[src/rtl/tdm_mux2_defs.sv]
// Shared encodings for the TDM 2:1 mux sequencer.
// State codes, select values and gate polarity.
package tdm_mux2_defs;

  typedef enum logic [2:0] {
    IDLE    = 3'd0,
    BLANK_A = 3'd1,
    DRIVE_A = 3'd2,
    BLANK_B = 3'd3,
    DRIVE_B = 3'd4,
    DONE    = 3'd5
  } state_t;

  localparam logic SEL_A    = 1'b0;
  localparam logic SEL_B    = 1'b1;
  localparam logic GATE_OFF = 1'b1;
  localparam logic GATE_ON  = 1'b0;

endpackage

[src/rtl/tdm_dwell_cnt.sv]
// Loadable dwell down-counter with zero flag.
// Load wins over decrement.
module tdm_dwell_cnt #(
  parameter int DWELL_W = 4
) (
  input  logic               clk,
  input  logic               rst_n,
  input  logic               load,
  input  logic               dec,
  input  logic [DWELL_W-1:0] load_val,
  output logic               zero
);

  logic [DWELL_W-1:0] cnt;

  always_ff @(posedge clk) begin
    if (!rst_n) begin
      cnt <= '0;
    end else if (load) begin
      cnt <= load_val;
    end else if (dec) begin
      cnt <= cnt - {{(DWELL_W-1){1'b0}}, 1'b1};
    end
  end

  assign zero = (cnt == '0);

endmodule

[src/rtl/tdm_mux2_ctrl.sv]
// Break-before-make TDM sequencer for the gated 2:1 mux.
// Define TDM_MUX2_CAPTURE_EN to add y sampling (y_a / y_b).
module tdm_mux2_ctrl
  import tdm_mux2_defs::*;
#(
  parameter int DWELL_W  = 4,
  parameter int FRAMES_W = 8
) (
  input  logic                clk,
  input  logic                rst_n,
  input  logic                start,
  input  logic                stop,
  input  logic [DWELL_W-1:0]  dwell_a,
  input  logic [DWELL_W-1:0]  dwell_b,
  input  logic [FRAMES_W-1:0] frames,
  output logic                sel,
  output logic                gbar,
  output logic                busy,
  output logic                done,
  output logic [FRAMES_W-1:0] frame_cnt
`ifdef TDM_MUX2_CAPTURE_EN
  ,
  input  logic                y,
  output logic                y_a,
  output logic                y_b
`endif
);

  localparam logic [FRAMES_W-1:0] FC_ONE = 1;

  state_t              state, state_n;
  logic [DWELL_W-1:0]  da_q, db_q;
  logic [FRAMES_W-1:0] fr_q;

  logic                sel_n, gbar_n;
  logic                busy_n, done_n;
  logic [FRAMES_W-1:0] fc_n, fc_inc;
  logic                latch;
  logic                cnt_load, cnt_dec;
  logic [DWELL_W-1:0]  cnt_val;
  logic                cnt_zero;

  tdm_dwell_cnt #(
    .DWELL_W (DWELL_W)
  ) u_cnt (
    .clk      (clk),
    .rst_n    (rst_n),
    .load     (cnt_load),
    .dec      (cnt_dec),
    .load_val (cnt_val),
    .zero     (cnt_zero)
  );

  assign fc_inc = frame_cnt + FC_ONE;

  always_comb begin
    state_n  = state;
    sel_n    = sel;
    gbar_n   = GATE_OFF;
    busy_n   = 1'b1;
    done_n   = 1'b0;
    fc_n     = frame_cnt;
    latch    = 1'b0;
    cnt_load = 1'b0;
    cnt_dec  = 1'b0;
    cnt_val  = da_q;
    unique case (state)
      IDLE: begin
        busy_n = 1'b0;
        if (start) begin
          state_n = BLANK_A;
          sel_n   = SEL_A;
          busy_n  = 1'b1;
          fc_n    = '0;
          latch   = 1'b1;
        end
      end
      BLANK_A: begin
        state_n  = DRIVE_A;
        gbar_n   = GATE_ON;
        cnt_load = 1'b1;
        cnt_val  = da_q;
      end
      DRIVE_A: begin
        if (cnt_zero) begin
          state_n = BLANK_B;
          sel_n   = SEL_B;
        end else begin
          gbar_n  = GATE_ON;
          cnt_dec = 1'b1;
        end
      end
      BLANK_B: begin
        state_n  = DRIVE_B;
        gbar_n   = GATE_ON;
        cnt_load = 1'b1;
        cnt_val  = db_q;
      end
      DRIVE_B: begin
        if (cnt_zero) begin
          fc_n = fc_inc;
          if (fr_q != '0 && fc_inc == fr_q) begin
            state_n = DONE;
            done_n  = 1'b1;
          end else begin
            state_n = BLANK_A;
            sel_n   = SEL_A;
          end
        end else begin
          gbar_n  = GATE_ON;
          cnt_dec = 1'b1;
        end
      end
      DONE: begin
        state_n = IDLE;
        busy_n  = 1'b0;
      end
      default: begin
        state_n = IDLE;
        busy_n  = 1'b0;
      end
    endcase
    // stop overrides everything, including the frame count update
    if (stop && state != IDLE) begin
      state_n  = IDLE;
      sel_n    = sel;
      gbar_n   = GATE_OFF;
      busy_n   = 1'b0;
      done_n   = 1'b0;
      fc_n     = frame_cnt;
      cnt_load = 1'b0;
      cnt_dec  = 1'b0;
    end
  end

  always_ff @(posedge clk) begin
    if (!rst_n) begin
      state     <= IDLE;
      sel       <= SEL_A;
      gbar      <= GATE_OFF;
      busy      <= 1'b0;
      done      <= 1'b0;
      frame_cnt <= '0;
      da_q      <= '0;
      db_q      <= '0;
      fr_q      <= '0;
    end else begin
      state     <= state_n;
      sel       <= sel_n;
      gbar      <= gbar_n;
      busy      <= busy_n;
      done      <= done_n;
      frame_cnt <= fc_n;
      if (latch) begin
        da_q <= dwell_a;
        db_q <= dwell_b;
        fr_q <= frames;
      end
    end
  end

`ifdef TDM_MUX2_CAPTURE_EN
  always_ff @(posedge clk) begin
    if (!rst_n) begin
      y_a <= 1'b0;
      y_b <= 1'b0;
    end else begin
      if (state == DRIVE_A && cnt_zero) y_a <= y;
      if (state == DRIVE_B && cnt_zero) y_b <= y;
    end
  end
`endif

endmodule

[config.mk]
export PLATFORM = sky130hd
export DESIGN_NAME = tdm_mux2_ctrl
export DESIGN_NICKNAME = d
export VERILOG_FILES = /design/src/rtl/tdm_mux2_defs.sv /design/src/rtl/tdm_dwell_cnt.sv /design/src/rtl/tdm_mux2_ctrl.sv
export SDC_FILE = /design/constraint.sdc
export NUM_CORES = 1
export LEC_CHECK = 0
export ABC_AREA = 1
export BUFFER_PORTS_ARGS = -buffer_cell sky130_fd_sc_hd__buf_2
export CORE_ASPECT_RATIO = 1.2
export CORE_MARGIN = 4
export CORE_UTILIZATION = 55
export CTS_BUF_LIST = sky130_fd_sc_hd__clkbuf_16
export DETAILED_ROUTE_END_ITERATION = 10
export PLACE_DENSITY = 0.86
export SLEW_MARGIN = 20
export SYNTH_ARGS = -nofsm -noshare
export SYNTH_HDL_FRONTEND = slang
export SYNTH_SLANG_ARGS = --single-unit
[constraint.sdc]
create_clock -name clk -period 4.6 [get_ports clk]
set_input_delay 0.92 -clock clk [delete_from_list [all_inputs] [get_ports clk]]
set_output_delay 0.92 -clock clk [all_outputs]
set_load 0.02 [all_outputs]
Word-level counts from Yosys, hierarchy flattened --
Index checks and enable logic that the tools add are counted.
Word-level totals: register bits after elaboration 35, input port bits 20, output and inout port bits 12, word-level logic and storage cells 69
Operators by class: $add $sub $neg 2, equality and inequality tests 9, muxes and demuxes 27, bitwise logic cells 4, reduce and logical (&&, ||, !) cells 17
Operators by type and width (number):
- two-way mux 8 bit | 2
- case mux 8 bit (2 select lines) | 1
- case mux 3 bit (5 select lines) | 1
- two-way mux 1 bit | 13
- two-way mux 3 bit | 4
- two-way mux 4 bit | 3
- adder 8 x 1 -> 8 bit (second input constant) | 1
- == test 8 bit | 1
- != test 2 bit (second input constant) | 4
- nonzero test 8 bit | 1
- OR reduction 4 bit | 2
- == test 3 x 2 -> 1 bit (second input constant) | 2
- AND reduction 6 bit | 1
- nonzero test 3 bit | 2
- OR reduction 2 bit | 3
- zero test 4 bit | 1
- inverter 1 bit | 4
- case mux 1 bit (2 select lines) | 2
- AND reduction 4 bit | 1
- nonzero test 2 bit | 2
- subtractor 4 x 1 -> 4 bit (second input constant) | 1
- == test 3 x 1 -> 1 bit (second input constant) | 1
- == test 3 bit (second input constant) | 1
- zero test 3 bit | 1
- other kinds (3) | 4

Depth between registers and ports, before layout --
depth in word-level cells 6, depth in mapped cells 13, gate-level depth less buffers 13

Hierarchy --
Synthesis repeated with hierarchy kept, for this count alone.
Unflattened totals: cells, all modules 285, area, all modules 1869.3 um^2
By module, submodules not included:
- tdm_mux2_ctrl | instances 1, cells each 245, area an instance 1616.6 um^2, seq. area each 620.6 um^2
- tdm_dwell_cnt | instances 1, cells each 40, area an instance 252.7 um^2, seq. area each 80.1 um^2

Least setup slack after synthesis --
Ideal clock, no wire load.
path type input to register, from in rst_n, to reg gbar, setup time 120 ps, data arrival time 1675 ps, setup slack 2805 ps, cell stages on the path 5, buffers on the path 1, path through clkbuf_1 -> inv_1 -> nor2_2 -> o21ai_1 -> a211o_1
Between the ends: word-level cells in the longest chain between the ends 2
RTL lines:
- start: declaration | line tdm_mux2_ctrl.sv:10 | input logic rst_n,
- inverter 1 bit (no source line)
- OR reduction 2 bit (no source line)
- end signal: assignment | line tdm_mux2_ctrl.sv:150 | gbar <= gbar_n;
- end: declaration | line tdm_mux2_ctrl.sv:17 | output logic gbar,
No other way between the ends. A chain may end at the register's enable or synchronous reset.

Worst setup path in the final report --
Ends and elaborated chain as after synthesis.

==> impl_metrics.csv <==
group,metric,value,unit
outcome,status,"finished, final reports clean",
placement,port_buffers,31,
synth,yosysWarnings,0,
critical_path,crit_fanout,19,
clock_tree,h-tree-depth,2,
clock_tree,cts_made_buffers,5,
routing,routed_wl,4500,um
cells_and_area,nets,332,
routing,drt_iter0_drc,71,
clock_tree,root_buffer,"clkbuf_16",
critical_path,startpoint_type,"primary input",
routing,wl_per_cell,12.9,um
floorplan,die_area,4510,um^2
synth,synthesis.nets,299,
routing,drc_errors,0,
sta,timing.final.crit_period,1960,ps
synth,synth_cells,277,
sta,fmax,0.511,GHz
floorplan,rows,23,
routing,antenna_left,0,
synth,synth_top_flop_cell,"dfxtp_1",
power_and_ir_drop,total_power,1.27,mW
synth,synthTopCellsByArea,"dfxtp_1, nand2_1, inv_1",
cells_and_area,drive_gt1_share,19.9,%
synth,synth_top_area_share,36.5,%
sta,skew,4.20,ps
cells_and_area,syn2layout_area_growth,16.6,%
synth,synth_edf_count,0,
global_route,grt_max_degree,29,
sta,finalWorstSetupSlack,2640,ps
global_route,grt_use_total,23.3,%
routing,vias_per_cell,5.43,
clock_tree,ctsHoldBuffers,0,
clock_tree,cts_tree,"yes",
synth,seq_area_frac_synth,36.5,%
power_and_ir_drop,power.density,567,nW/um^2
sta,relSlewSlack,66.0,%
power_and_ir_drop,p_leak,1.04,nW
synth,synthDistinctLibCells,30,
clock_tree,cts_buffer_depth,2,
synth,ys_ff_latch,35,
critical_path,required,4760,ps
min_path,min_path_type,"reg2reg",
clock_tree,cts_sinks,35,
run,cap_violations,0,
global_route,antenna_found_initial,0,
floorplan,chipWidth,62.0,um
sta,setup_viol,0,
sta,fin_crit_sh,42.5,%
critical_path,crit_path_end_kind,"register",
floorplan,die_h,72.8,um
sta,rsz0062_at_grt,"no",
power_and_ir_drop,ir_drop,0.386,mV
global_route,first_global_vias,1854,
sta,finalHoldViolations,0,
cells_and_area,finalCoreUtilization,66.6,%
sta,tns,0,ps
clock_tree,clk_pin_slew,50,ps
sta,slew_violations,0,
global_route,grt_pass1_wl,7760,um
synth,synth_top_cell_by_area,"dfxtp_1",
clock_tree,postCtsSetupRepairBufs,0,
floorplan,boundaryPins,32,
routing,num_vias,1891,
routing,dr.pass1.iters,4,
synth,async_flop_share,0,%
clock_tree,clk_latency,280,ps
synth,synth.avg_cell_area,6.94,um^2
synth,syn_area,1920,um^2
floorplan,initial_utilization,57.1,%
sta,worst_slew_pin_slew,508,ps
global_route,grt_overflow,0,
clock_tree,post_cts_resized,0,
floorplan,floorplan.core_area,3370,um^2
critical_path,path_class,"in2reg",
placement,dp_hpwl,3410,um
critical_path,cp.arrival,2120,ps
sta,holdWs,451,ps
placement,dp_slack,2390,ps
cells_and_area,diodes,0,
placement,gp_congestion,0.971,
-- path summary, 6_finish.rpt --
kind	cells after the start	slack (ps)	from	endpoint
max	5	2640	rst_n	gbar
min reg2reg	2	450	da_q[0]	da_q[0]
min	2	450	da_q[0]	da_q[0]
max reg2reg	4	2820	state[1]	fr_q[5]
-- layout by cell type, fill, tap and decap left out --
cell and n:
clkbuf_16 5, buf_2 31, nand4_1 1, o211ai_1 1
clkinv_2 1, dfxtp_1 35, nor3_1 5, inv_2 2
nand3_2 4, nand2_1 60, nor3_4 1, nor2_4 2
nand3b_4 1, o21ai_1 2, nor2_1 21, nand2_4 4
a211o_1 1, nor2_2 2, a21oi_1 27, xor2_1 2
nand4_4 1, inv_4 1, nand3_1 24, a21oi_2 5
inv_1 41, a211oi_1 1, o21ai_0 20, nand2_2 2
a22oi_1 2, o22ai_1 4, ha_1 2
-- cells in the mapped netlist (all sizes together), types with 2 or more instances --
library cell and n:
nand2 66, inv 42, dfxtp 35, a21oi 32, nand3 28, nor2 25, o21ai 22, nor3 6
clkbuf 4, o22ai 4, a22oi 2, ha 2, nand4 2, xor2 2
-- layer usage --
layer	track usage [%]	wire length [um]
met1	25.9	1870
met2	38.5	2220
met3	6.55	222
met4	13.2	184
met5	0	0
-- cell type report --
type | instances | area (um^2)
clock buffers | 5 | 125
inverters | 42 | 160
repair buffers | 31 | 155
multi-input cells | 195 | 1040
fillers | 300 | 1130
clock inverters | 3 | 12.5
flip-flops and latches | 35 | 701
well taps | 37 | 46.3
-- report_power, final --
| group | leakage (nW) | switching [mW] | internal [mW] |
|---|---|---|---|
| clock network | 0.0762 | 0.114 | 0.195 |
| logic | 0.678 | 0.352 | 0.179 |
| registers | 0.287 | 0.0517 | 0.379 |
| total | 1.04 | 0.518 | 0.753 |
-- critical path: stages --
cell     delay, ps
buf_2          280
inv_1          310
nor2_2         250
o21ai_1        130
a211o_1        230
-- metrics by stage --
step / instance area (um^2) / cells
after floorplan: 1920 / 277
after global placement: 2100 / 340
after detailed placement: 2100 / 340
after CTS: 2240 / 348
after global routing: 2240 / 348
final: 2240 / 348
-- flip-flops by register name (all words and copies together) (netlist names) --
register / flops
gbar: 1
sel: 1
state: 3
da_q: 4
busy: 1
done: 1
u_cnt.cnt: 4
db_q: 4
frame_cnt: 8
fr_q: 8
-- cell families after synthesis --
logic type / share of synthesized area [%]
xor+xnor: 0.912
fa+ha+maj: 1.30
flops: 36.5
compound gates: 18.4
buf+inv: 9.37
simple gates: 33.6
(Power assumes the default switching activity.)
